## src/rtl/fetcher.sv

```systemverilog
// Per-core instruction fetch unit: issues program-memory reads for the current PC,
// returns the instruction, and skips the memory round trip on a repeated PC.
module fetcher #(
  parameter int PROGRAM_MEM_ADDR_BITS = 8,
  parameter int PROGRAM_MEM_DATA_BITS = 16
) (
  input  logic                             clk,
  input  logic                             reset,
  input  logic [2:0]                       core_state,
  input  logic [PROGRAM_MEM_ADDR_BITS-1:0] current_pc,
  input  logic                             invalidate,
  output logic                             mem_read_valid,
  output logic [PROGRAM_MEM_ADDR_BITS-1:0] mem_read_address,
  input  logic                             mem_read_ready,
  input  logic [PROGRAM_MEM_DATA_BITS-1:0] mem_read_data,
  output logic [2:0]                       fetcher_state,
  output logic [PROGRAM_MEM_DATA_BITS-1:0] instruction,
  output logic [15:0]                      stall_cycles
);

  typedef enum logic [2:0] {
    CS_IDLE    = 3'b000,
    CS_FETCH   = 3'b001,
    CS_DECODE  = 3'b010,
    CS_REQUEST = 3'b011,
    CS_WAIT    = 3'b100,
    CS_EXECUTE = 3'b101,
    CS_UPDATE  = 3'b110,
    CS_DONE    = 3'b111
  } core_state_t;

  typedef enum logic [2:0] {
    F_IDLE     = 3'b000,
    F_FETCHING = 3'b001,
    F_FETCHED  = 3'b010
  } fetch_state_t;

  fetch_state_t                     r_state;
  logic                             r_valid;
  logic [PROGRAM_MEM_ADDR_BITS-1:0] r_addr;
  logic [PROGRAM_MEM_DATA_BITS-1:0] r_instr;
  logic [15:0]                      r_stall;
  logic                             r_reuse_valid;
  logic [PROGRAM_MEM_ADDR_BITS-1:0] r_reuse_pc;
  logic                             w_hit;

  assign w_hit = r_reuse_valid && (current_pc == r_reuse_pc);

  always_ff @(posedge clk or negedge reset) begin
    if (!reset) begin
      r_state       <= F_IDLE;
      r_valid       <= 1'b0;
      r_addr        <= '0;
      r_instr       <= '0;
      r_stall       <= '0;
      r_reuse_valid <= 1'b0;
      r_reuse_pc    <= '0;
    end else begin
      case (r_state)
        F_IDLE: begin
          if (core_state == CS_FETCH) begin
            if (w_hit) begin
              r_state <= F_FETCHED;
            end else begin
              r_addr  <= current_pc;
              r_valid <= 1'b1;
              r_state <= F_FETCHING;
            end
          end
        end
        F_FETCHING: begin
          if (mem_read_ready) begin
            r_instr       <= mem_read_data;
            r_valid       <= 1'b0;
            r_reuse_pc    <= r_addr;
            r_reuse_valid <= 1'b1;
            r_state       <= F_FETCHED;
          end else if (r_stall != 16'hFFFF) begin
            r_stall <= r_stall + 16'd1;
          end
        end
        F_FETCHED: begin
          if (core_state == CS_DECODE) r_state <= F_IDLE;
        end
        default: r_state <= F_IDLE;
      endcase
      // Placed last so it overrides a same-edge capture's reuse_valid set.
      if (invalidate) r_reuse_valid <= 1'b0;
    end
  end

  assign mem_read_valid   = r_valid;
  assign mem_read_address = r_addr;
  assign fetcher_state    = r_state;
  assign instruction      = r_instr;
  assign stall_cycles     = r_stall;

endmodule

```

## config.mk

```make
export PLATFORM = sky130hd
export DESIGN_NAME = fetcher
export DESIGN_NICKNAME = d
export VERILOG_FILES = /design/src/rtl/fetcher.sv
export SDC_FILE = /design/constraint.sdc
export NUM_CORES = 1
export LEC_CHECK = 0
export ABC_CLOCK_PERIOD_IN_PS = 2320
export BUFFER_PORTS_ARGS = -buffer_cell sky130_fd_sc_hd__buf_2
export CAP_MARGIN = 20
export CORE_ASPECT_RATIO = 0.8
export CORE_UTILIZATION = 50
export CTS_CLUSTER_SIZE = 12
export DETAILED_ROUTE_END_ITERATION = 16
export PLACE_DENSITY = 0.81
export SLEW_MARGIN = 20
export SYNTH_ARGS = -nofsm -noshare
export SYNTH_HDL_FRONTEND = slang
export SYNTH_SLANG_ARGS = --single-unit
```

## constraint.sdc

```tcl
create_clock -name clk -period 2.32 [get_ports clk]
set_clock_uncertainty 0.15 [all_clocks]
set_input_delay 0.232 -clock clk [delete_from_list [all_inputs] [get_ports clk]]
set_output_delay 0.232 -clock clk [all_outputs]
set_load 0.1 [all_outputs]
```

==> results of run 1 <==
[per-stage QoR]
stage | std cells | hold slack (ns)
6_report | 302 | 0.0136
5_1_grt | 302 | 0.00175
4_1_cts | 300 | 0.00366
3_5_place_dp | 290 | 0.237
3_3_place_gp | 290 | 0.235
2_1_floorplan | 164 | -0.214
[critical path, delay by kind of cell, from the launching register on]
family	cells	cell delay (ns)
muxes	1	0.36
DFF	1	0.43
and+or+nand+nor	2	0.90
[cell type report]
cell class	count	area (µm²)
Inverter	2	7.51
Timing Repair Buffer	79	433
Sequential cell	52	1310
Tap cell	57	71.3
Clock inverter	3	18.8
Clock buffer	5	68.8
Multi-Input combinational cell	104	886
Fill cell	339	1440
[final timing paths]
kind | start | depth (start not counted) | slack (ns) | to
min in group asynchronous | reset | 3 | 0.42 | mem_read_address[4]
max | fetcher_state[1] | 3 | 0.35 | stall_cycles[1]
min reg2reg | mem_read_valid | 1 | 0.34 | mem_read_valid
max reg2reg | fetcher_state[1] | 3 | 0.35 | stall_cycles[1]
max in group asynchronous | reset | 3 | 1.14 | stall_cycles[0]
min | mem_read_data[3] | 2 | 0.01 | instruction[3]
[state kept, by name (all words and copies together) (netlist names)]
register	cells
instruction	16
r_reuse_pc	8
mem_read_address	8
r_reuse_valid	1
mem_read_valid	1
fetcher_state	2
stall_cycles	16
[cells in the mapped netlist, drive strengths merged (3+ instances only)]
library cell | number | area share [%]
nor3 | 3 | 0.67
xnor2 | 11 | 4.3
and4 | 3 | 1.2
nand2 | 9 | 1.5
buf | 6 | 1.7
xor2 | 12 | 4.7
dfrtp | 52 | 58
nand4 | 8 | 2.2
and3 | 4 | 1.1
mux2 | 33 | 18
[cells in the final DEF, fill, tap and decap left out, types with 2 or more instances in the layout]
cell / n
mux2_4: 8
nand2b_1: 2
o21ai_0: 2
nand4_1: 8
and2_1: 2
dlygate4sd3_1: 4
buf_2: 73
clkinv_2: 2
dfrtp_1: 49
nor3_1: 3
clkbuf_8: 5
a21oi_1: 2
dfrtp_2: 3
and4_1: 3
inv_1: 2
xor2_1: 12
nor3b_1: 2
nor4_1: 2
nand2_1: 9
xnor2_1: 11
and3_1: 4
nor2_1: 2
mux2_2: 24
[per-layer routing]
| metal | vias to the layer above | global-route usage, % | routed length (µm) |
|---|---|---|---|
| li1 | 729 | - | - |
| met1 | 741 | 26.1 | 2000 |
| met2 | 38 | 24.6 | 1760 |
| met3 | 2 | 4.67 | 198 |
| met4 | 0 | 4.95 | 12 |
| met5 | - | 0 | 0 |
[logic make-up (layout without fill, tap and decap cells)]
| group | after synthesis | in the layout |
|---|---|---|
| other | 1 | 1 |
| AO/OA/AOI/OAI | 7 | 7 |
| adder cells (fa/ha/maj) | 1 | 1 |
| multiplexers | 33 | 33 |
| flip-flops | 52 | 52 |
| buffers and inverters | 8 | 89 |
| AND/OR/NAND/NOR | 39 | 39 |
| XOR/XNOR | 23 | 23 |
[power by group through the flow]
| stage | registers [mW] | clock network, mW | logic (mW) |
|---|---|---|---|
| final | 1.33 | 0.495 | 1.98 |
| after global routing | 1.37 | 0.555 | 2.06 |
| after CTS | 1.33 | 0.514 | 1.99 |
| after detailed placement | 1.35 | 0 | 1.99 |
| after global placement | 1.33 | 0 | 1.98 |
| after floorplan | 2.65 | 0 | 0.357 |
==> results.ini, run 1 <==
[finish]
antenna_cells=0
design_area_um2=2790
final_util_pct=66.0
syn_to_final_growth_pct=24.9
nets=276
drive_gt1_share_pct=49.0

[sta]
final.setup.tns_ns=0
setup_ws_ns=0.350
finalCritPeriodShare_pct=84.9
finalHoldViolCount=0
slew_violations=0
fmax_ghz=0.508
worstMarginPinSlew_ns=0.631
slew-limit-headroom_pct=57.9
timing.final.crit_period_ns=1.97
rsz0062_at_grt=false
setup_viol=0

[power]
pwr-share-comb_pct=52.1
power_mw=3.81
internal-power_mw=1.77
p_switching_mw=2.03
clkPwrFrac_pct=13.0
cellPowerDensity_nw_per_um2=1360
ir_worst_vdd_mv=0.895
swShare_pct=53.4
power.share.sequential_pct=34.9
leakagePower_nw=1.40

[placed_design]
place.gp.congestion=0.766
dp_slack_ns=0.355
io_buffers=73
hpwl_um=2890
place_area_um2=2660

[yosys]
synth_edf_count=0
ys_types=29
synth_compound_area_share_pct=1.90
synth_nets=196
synthAdderAreaFrac_pct=0.560
synthMuxAreaShare_pct=18.0
syn_avg_cell_area_um2=13.6
ys_seq_area_share_pct=58.3
ys_ff_latch=52
ys.flop_type=dfrtp_1
netlist_area_um2=2230
synth_top_family_by_area=multiplexers
synthSimpleGateAreaFrac_pct=10.0
netlist_instances=164
synthArstFlopShare_pct=100
synth_xor_area_share_pct=9.02
ys_warn_count=0

[worst_setup_path]
cp_max_fo=9
setup.worst_path.end_class=register
slowest_stage=nor3b_1
cp-start-kind=register
required_ns=2.35
crit_chain=nor3b_1, and2_1, mux2_1
slowest_delay_ns=0.49
path_class=register to register
arrival_ns=2.00

[drt]
ant_nets=0
routed_wl_um=3970
viasPerCell=5.00
drt_iter0_markers=43
drc_errors=0
drtPass1Iterations=4
wl_per_cell_um=13.2
vias=1510

[min_path]
hold_path_class=primary input to register

[global_route]
antenna_found_initial=0
gr-total-overflow=0
grt_max_degree=53
grt_pass1_wl_um=6280
grt_usage_pct=17.3
first_global_vias=1293

[floorplan]
num_rows=21
boundaryPins=75
coreArea_um2=4230
die_w_um=76.7
dieArea_um2=4740
die_y_um=61.8
start_util_pct=52.8

[clocking]
cts.path.max_buffers=2
ctsHoldBuffers=2
cts_resized=0
clk_latency_ns=0.30
cts_setup_buffers=0
clk_pin_slew_worst_paths_ns=0.10
cts_buffers=5
root_buffer=clkbuf_8
clock_sinks=52
htreeDepth=2
cts_tree=yes

[job]
maxCapViolations=0

[outcome]
status=finished, final reports clean

Power figures use the tool's default switching activity.
==> run 2, diff against run 1 <==
--- a/config.mk
+++ b/config.mk
@@ -5,7 +5,7 @@
 export SDC_FILE = /design/constraint.sdc
 export NUM_CORES = 1
 export LEC_CHECK = 0
-export ABC_CLOCK_PERIOD_IN_PS = 2320
+export ABC_CLOCK_PERIOD_IN_PS = 1900
 export BUFFER_PORTS_ARGS = -buffer_cell sky130_fd_sc_hd__buf_2
 export CAP_MARGIN = 20
 export CORE_ASPECT_RATIO = 0.8
==> constraint.sdc (replaced) <==
create_clock -name clk -period 1.9 [get_ports clk]
set_clock_uncertainty 0.15 [all_clocks]
set_input_delay 0.19 -clock clk [delete_from_list [all_inputs] [get_ports clk]]
set_output_delay 0.19 -clock clk [all_outputs]
set_load 0.1 [all_outputs]
==> run 2 against run 1 <==
Effect of this change: the run now ends with negative setup slack left; power increased by 27%; non-clock buffer count increased by 26; design area rose by 13%; first-iteration DRC count up 30%; critical endpoint is now mem_read_address[4]; routed wire length is 24% higher; hold slack worse by 0.0061 ns; count of clock-buffer cells in the layout increased by 2; flip-flop and latch count unchanged; die area did not move; utilization grew 8.3 points.
==> results.ini, run 2 (same netlist as run 1, synthesis figures left out) <==
[sta]
rsz0062_at_grt=true  ; was false
finalHoldViolCount=0  ; unchanged
fmax_ghz=0.517
finalCritPeriodShare_pct=102
final.setup.tns_ns=-0.242  ; was 0 ns
timing.final.crit_period_ns=1.93
slew_violations=0  ; unchanged
setup_viol=9  ; was 0
setup_ws_ns=-0.0330  ; was 0.350 ns

[worst_setup_path]
timing.rr.end=mem_read_address[4]  ; was stall_cycles[1]
rrSetupSlack_ns=0  ; was 0.35 ns
crit_chain=dlygate4sd3_1, buf_2, xor2_1, nor3_1, nand4_1, and3_4, buf_6, mux2_4  ; was nor3b_1, and2_1, mux2_1
cp-startpoint=current_pc[6]  ; was fetcher_state[1]
cp-start-kind=primary input  ; was register
crit-reg2reg-launch=r_reuse_pc[0]  ; was fetcher_state[1]
setup.worst_path.end_class=register  ; unchanged
r2r_cells=6  ; was 3
cp_max_fo=5  ; was 9
cp-endpoint=mem_read_address[4]  ; was stall_cycles[1]
path_depth=8  ; was 3
path_class=primary input to register  ; was register to register
required_ns=1.94  ; was 2.35 ns
slowest_delay_ns=0.53  ; was 0.49 ns
arrival_ns=1.97  ; was 2.00 ns
path_delay_family=buffers and inverters  ; was simple AND/OR/NAND/NOR gates
cp_num_buf_inv=3  ; was 0
slowest_stage=dlygate4sd3_1  ; was nor3b_1

[power]
leakagePower_nw=1.49  ; was 1.40 nW
ir_worst_vdd_mv=1.43  ; was 0.895 mV
cellPowerDensity_nw_per_um2=1540  ; was 1360 nW/µm²

[drt]
drtPass1Iterations=4  ; unchanged
vias=1637  ; was 1510
viasPerCell=4.99  ; was 5.00
ant_nets=0  ; unchanged
wl_per_cell_um=15.0  ; was 13.2 µm
drt_iter0_markers=56  ; was 43
drc_errors=0  ; unchanged
routed_wl_um=4920  ; was 3970 µm

[floorplan]
num_rows=21  ; unchanged
die_w_um=76.7  ; unchanged
start_util_pct=52.8  ; unchanged
dieArea_um2=4740  ; unchanged
die_y_um=61.8  ; unchanged
boundaryPins=75  ; unchanged
coreArea_um2=4230  ; unchanged

[finish]
drive_gt1_share_pct=53.9  ; was 49.0%
multiInputGateArea_um2=928  ; was 886 µm²
nFillCells=294  ; was 339
nets=302  ; was 276
final_util_pct=74.2  ; was 66.0%
seq_area_um2=1340  ; was 1310 µm²
antenna_cells=0  ; unchanged
final_cell_mix=73 x buf_2, 34 x dfrtp_1, 24 x mux2_2, 24 x dlygate4sd3_1, 12 x xor2_1  ; was 73 x buf_2, 49 x dfrtp_1, 24 x mux2_2, 12 x xor2_1, 11 x xnor2_1
final_common_cell=buf_2  ; unchanged
syn_to_final_growth_pct=40.6  ; was 24.9%

[global_route]
grt_usage_pct=22.1  ; was 17.3%
grt_max_degree=53  ; unchanged
first_global_vias=1682  ; was 1293
antenna_found_initial=0  ; unchanged
grtUsageMet3_pct=6.28  ; was 4.67%
grtUsageMet2_pct=38.9  ; was 24.6%
grt_pass1_wl_um=7790  ; was 6280 µm
gr-total-overflow=0  ; unchanged
busiest_layer=met2  ; was met1
use_met1_pct=27.1  ; was 26.1%

[clocking]
cts_tree=yes  ; unchanged
cts_buffers=5  ; unchanged
cts.path.max_buffers=2  ; unchanged
clock_sinks=52  ; unchanged
root_buffer=clkbuf_8  ; unchanged
htreeDepth=2  ; unchanged
clk_latency_ns=0.30  ; about the same
clk_pin_slew_worst_paths_ns=0.08  ; was 0.10 ns

[placed_design]
io_buffers=73  ; unchanged
hpwl_um=3250  ; was 2890 µm
place.gp.congestion=0.829  ; was 0.766

[min_path]
hold_path_class=primary input to register  ; unchanged

[outcome]
violations=negative setup slack
status=finished, violations left  ; was finished, final reports clean

[job]
maxCapViolations=0  ; unchanged

run 2: cell types whose count changed in the layout (fill, tap and decap cells not counted), sizes merged:
cell         change
clkinvlp         +1
dlygate4sd3     +20
buf              +6
clkinv           -3
clkbuf           +2
run 2: cell type report:
class / instances / share of cell area (%)
flip-flops and latches: 52 / 42.7
multi-input cells: 104 / 29.6
repair buffers: 105 / 22.2
clock buffers: 7 / 2.75
well taps: 57 / 2.27
clock inverters: 1 / 0.239
inverters: 2 / 0.239
run 2: routing by layer:
layer | routed length [µm] | vias to the layer above
met5 | 0 | -
met4 | 85 | 0
met3 | 250 | 11
met2 | 2430 | 51
met1 | 2150 | 794
li1 | - | 781
run 2: worst min-delay path by stage:
| stage | from | endpoint | slack (ns) | depth (start not counted) |
|---|---|---|---|---|
| after CTS | current_pc[5] | mem_read_address[5] | 0.006 | 2 |
| after detailed placement | reset | mem_read_address[4] | 0.05 | 2 |
| final | current_pc[1] | mem_read_address[1] | 0.008 | 2 |
| after global routing | current_pc[1] | mem_read_address[1] | 0.003 | 2 |
| after global placement | reset | r_reuse_pc[0] | 0.05 | 2 |
| after floorplan | reset | fetcher_state[1] | -0.26 | 0 |
run 2: repair_timing:
action                                  in CTS  in global routing
endpoints found under the setup margin       8                 14
buffers inserted                             1                  0
gates resized for setup                      0                  7
pin swaps                                    2                  3
hold buffers                                24                  0
hold endpoints to repair                    75                  0
run 2: power breakdown:
part | total, mW | internal [mW] | switching, mW
Combinational | 2.53 | 0.555 | 1.98
Clock | 0.647 | 0.296 | 0.350
Sequential | 1.66 | 1.43 | 0.230
run 2: stage by stage:
step	hold slack (ns)	cell area [µm²]	cells	total power, mW	worst slack (ns)
final	0.00751	3140	328	4.84	-0.0330
after global routing	0.00303	3140	328	5.03	-0.0825
after CTS	0.00606	3110	328	4.83	0.00731
after detailed placement	0.0500	2770	295	4.16	-0.0238
after global placement	0.0500	2770	295	4.10	0.0342
after floorplan	-0.256	2300	164	3.71	-0.0882
==> run 3, diff against run 2 <==
==> constraint.sdc (replaced) <==
create_clock -name clk -period 1.9 [get_ports clk]
set_clock_uncertainty 0.15 [all_clocks]
set_input_delay 0.095 -clock clk [delete_from_list [all_inputs] [get_ports clk]]
set_output_delay 0.095 -clock clk [all_outputs]
set_load 0.1 [all_outputs]
==> run 3 against run 2 <==
Effect of this change: the run now ends clean; routed wire length is 3.6% lower; via count is 0.43% higher; global-route usage is 0.87 points lower; power is 0.51% lower; register-to-register slack better by 0.10 ns; sequential power hardly changed; count of clock-buffer cells in the layout is 1 lower; maximum frequency is 7.5% higher; sequential share of layout area is 0.085 points higher; flip-flop and latch count stayed put; utilization is 0.15 points lower; worst setup slack better by 0.13 ns; largest cell class unchanged; largest power group unchanged.
==> results.ini, run 3 (same netlist as run 1, synthesis figures left out) <==
[worst_setup_path]
slowest_delay_ns=0.53  ; about the same
required_ns=1.94  ; about the same
cp_max_fo=5  ; unchanged
arrival_ns=1.84  ; was 1.97 ns
crit_chain=dlygate4sd3_1, buf_2, xor2_1, nor4_2, nand4_1, and3_4, mux2_4  ; was dlygate4sd3_1, buf_2, xor2_1, nor3_1, nand4_1, and3_4, buf_6, mux2_4
r2r_cells=5  ; was 6
path_class=primary input to register  ; unchanged
slowest_stage=dlygate4sd3_1  ; unchanged
cp-start-kind=primary input  ; unchanged
setup.worst_path.end_class=register  ; unchanged

[floorplan]
num_rows=21  ; unchanged
dieArea_um2=4740  ; unchanged
die_w_um=76.7  ; unchanged
start_util_pct=52.8  ; unchanged
boundaryPins=75  ; unchanged
coreArea_um2=4230  ; unchanged
die_y_um=61.8  ; unchanged

[job]
maxCapViolations=0  ; unchanged

[placed_design]
place_area_um2=2770  ; about the same
place.gp.congestion=0.816  ; was 0.829
dp.cells=294  ; was 295
hpwl_um=2980  ; was 3250 µm
dp_slack_ns=-0.0212  ; was -0.0238 ns
io_buffers=73  ; unchanged

[drt]
routed_wl_um=4740  ; was 4920 µm
vias=1644  ; was 1637
drt_iter0_markers=47  ; was 56
ant_nets=0  ; unchanged
drc_errors=0  ; unchanged
drtPass1Iterations=4  ; unchanged
viasPerCell=5.01  ; was 4.99
wl_per_cell_um=14.5  ; was 15.0 µm

[power]
cellPowerDensity_nw_per_um2=1540  ; about the same
pwr-share-comb_pct=52.3  ; about the same
leakagePower_nw=1.50  ; was 1.49 nW
swShare_pct=52.7  ; was 52.8%
p_switching_mw=2.54  ; was 2.56 mW
power.share.sequential_pct=34.5  ; was 34.4%
clkPwrFrac_pct=13.2  ; was 13.4%
ir_worst_vdd_mv=1.29  ; was 1.43 mV
internal-power_mw=2.28  ; was 2.29 mW

[finish]
instances_no_fill=328  ; unchanged
drive_gt1_share_pct=52.8  ; was 53.9%
nets=302  ; unchanged
nFillCells=277  ; was 294
final_util_pct=74.1  ; was 74.2%
final_cell_mix=72 x buf_2, 34 x dfrtp_1, 27 x dlygate4sd3_1, 24 x mux2_2, 12 x xor2_1  ; was 73 x buf_2, 34 x dfrtp_1, 24 x mux2_2, 24 x dlygate4sd3_1, 12 x xor2_1
final_common_cell=buf_2  ; unchanged
antenna_cells=0  ; unchanged
design_area_um2=3130  ; was 3140 µm²
syn_to_final_growth_pct=40.3  ; was 40.6%

[sta]
finalHoldViolCount=0  ; unchanged
timing.final.crit_period_ns=1.80  ; was 1.93 ns
setup_ws_ns=0.102  ; was -0.0330 ns
setup_viol=0  ; was 9
rsz0062_at_grt=true  ; unchanged
finalCritPeriodShare_pct=94.6  ; was 102%
whs_ns=0.126  ; was 0.00751 ns
slew_violations=0  ; unchanged
fmax_ghz=0.556  ; was 0.517 GHz

[clocking]
cts_buffers=5  ; unchanged
root_buffer=clkbuf_8  ; unchanged
cts_tree=yes  ; unchanged
cts.path.max_buffers=2  ; unchanged
clock_sinks=52  ; unchanged
cts_setup_buffers=0  ; was 1
clk_latency_ns=0.30  ; about the same
htreeDepth=2  ; unchanged
clk_pin_slew_worst_paths_ns=0.09  ; was 0.08 ns

[min_path]
min_path_cells=3  ; was 2
hold_path_class=primary input to register  ; unchanged

[global_route]
antenna_found_initial=0  ; unchanged
gr-total-overflow=0  ; unchanged
grt_usage_pct=21.2  ; was 22.1%
grt_pass1_wl_um=7410  ; was 7790 µm
grt_max_degree=53  ; unchanged
first_global_vias=1548  ; was 1682

[outcome]
status=finished, final reports clean  ; was finished, violations left

-- run 3: worst max-delay path: cells and delay by family --
kind / cells / cell delay (ns)
XOR/XNOR: 1 / 0.15
buffers and inverters: 2 / 0.66
multiplexers: 1 / 0.30
AND/OR/NAND/NOR: 3 / 0.63
-- run 3: per-layer routing --
metal	GRT usage, %	wire length, µm	share of wire, %
met1	27.7	2140	45
met2	33.8	2240	47
met3	6.57	297	6.3
met4	9.07	66	1.4
met5	0	0	0
-- run 3: layout make-up --
cell class | count | area [µm²] | share of cell area, %
Clock buffer | 6 | 82.6 | 2.63
Tap cell | 57 | 71.3 | 2.28
Inverter | 2 | 7.51 | 0.240
Sequential cell | 52 | 1340 | 42.8
Clock inverter | 2 | 10.0 | 0.319
Timing Repair Buffer | 104 | 693 | 22.1
Multi-Input combinational cell | 105 | 928 | 29.6
-- run 3: final timing paths --
check / startpoint / end / slack, ns
max: current_pc[5] / mem_read_address[4] / 0.10
max in group asynchronous: reset / stall_cycles[6] / 1.19
min: mem_read_ready / fetcher_state[0] / 0.13
min reg2reg: stall_cycles[15] / stall_cycles[15] / 0.33
min in group asynchronous: reset / mem_read_address[0] / 0.15
max reg2reg: r_reuse_pc[1] / mem_read_address[4] / 0.10
-- run 3: through the flow --
step / setup TNS [ns] / power (mW)
2_1_floorplan: -0.0882 / 3.71
3_3_place_gp: 0 / 4.10
3_5_place_dp: -0.114 / 4.14
4_1_cts: 0 / 4.81
5_1_grt: 0 / 5.01
6_report: 0 / 4.82
-- run 3: repair_timing --
item,CTS,global route
endpoints found under the setup margin,9,12
resized for setup,1,4
hold endpoints to repair,78,0
gates cloned,0,1
pin swaps,2,4
hold buffers,27,0
-- run 3: power groups by stage --
stage | sequential (mW) | clock, mW | combinational [mW]
2_1_floorplan | 3.26 | 0 | 0.447
3_3_place_gp | 1.66 | 0 | 2.44
3_5_place_dp | 1.67 | 0 | 2.47
4_1_cts | 1.65 | 0.653 | 2.51
5_1_grt | 1.70 | 0.699 | 2.61
6_report | 1.66 | 0.637 | 2.52
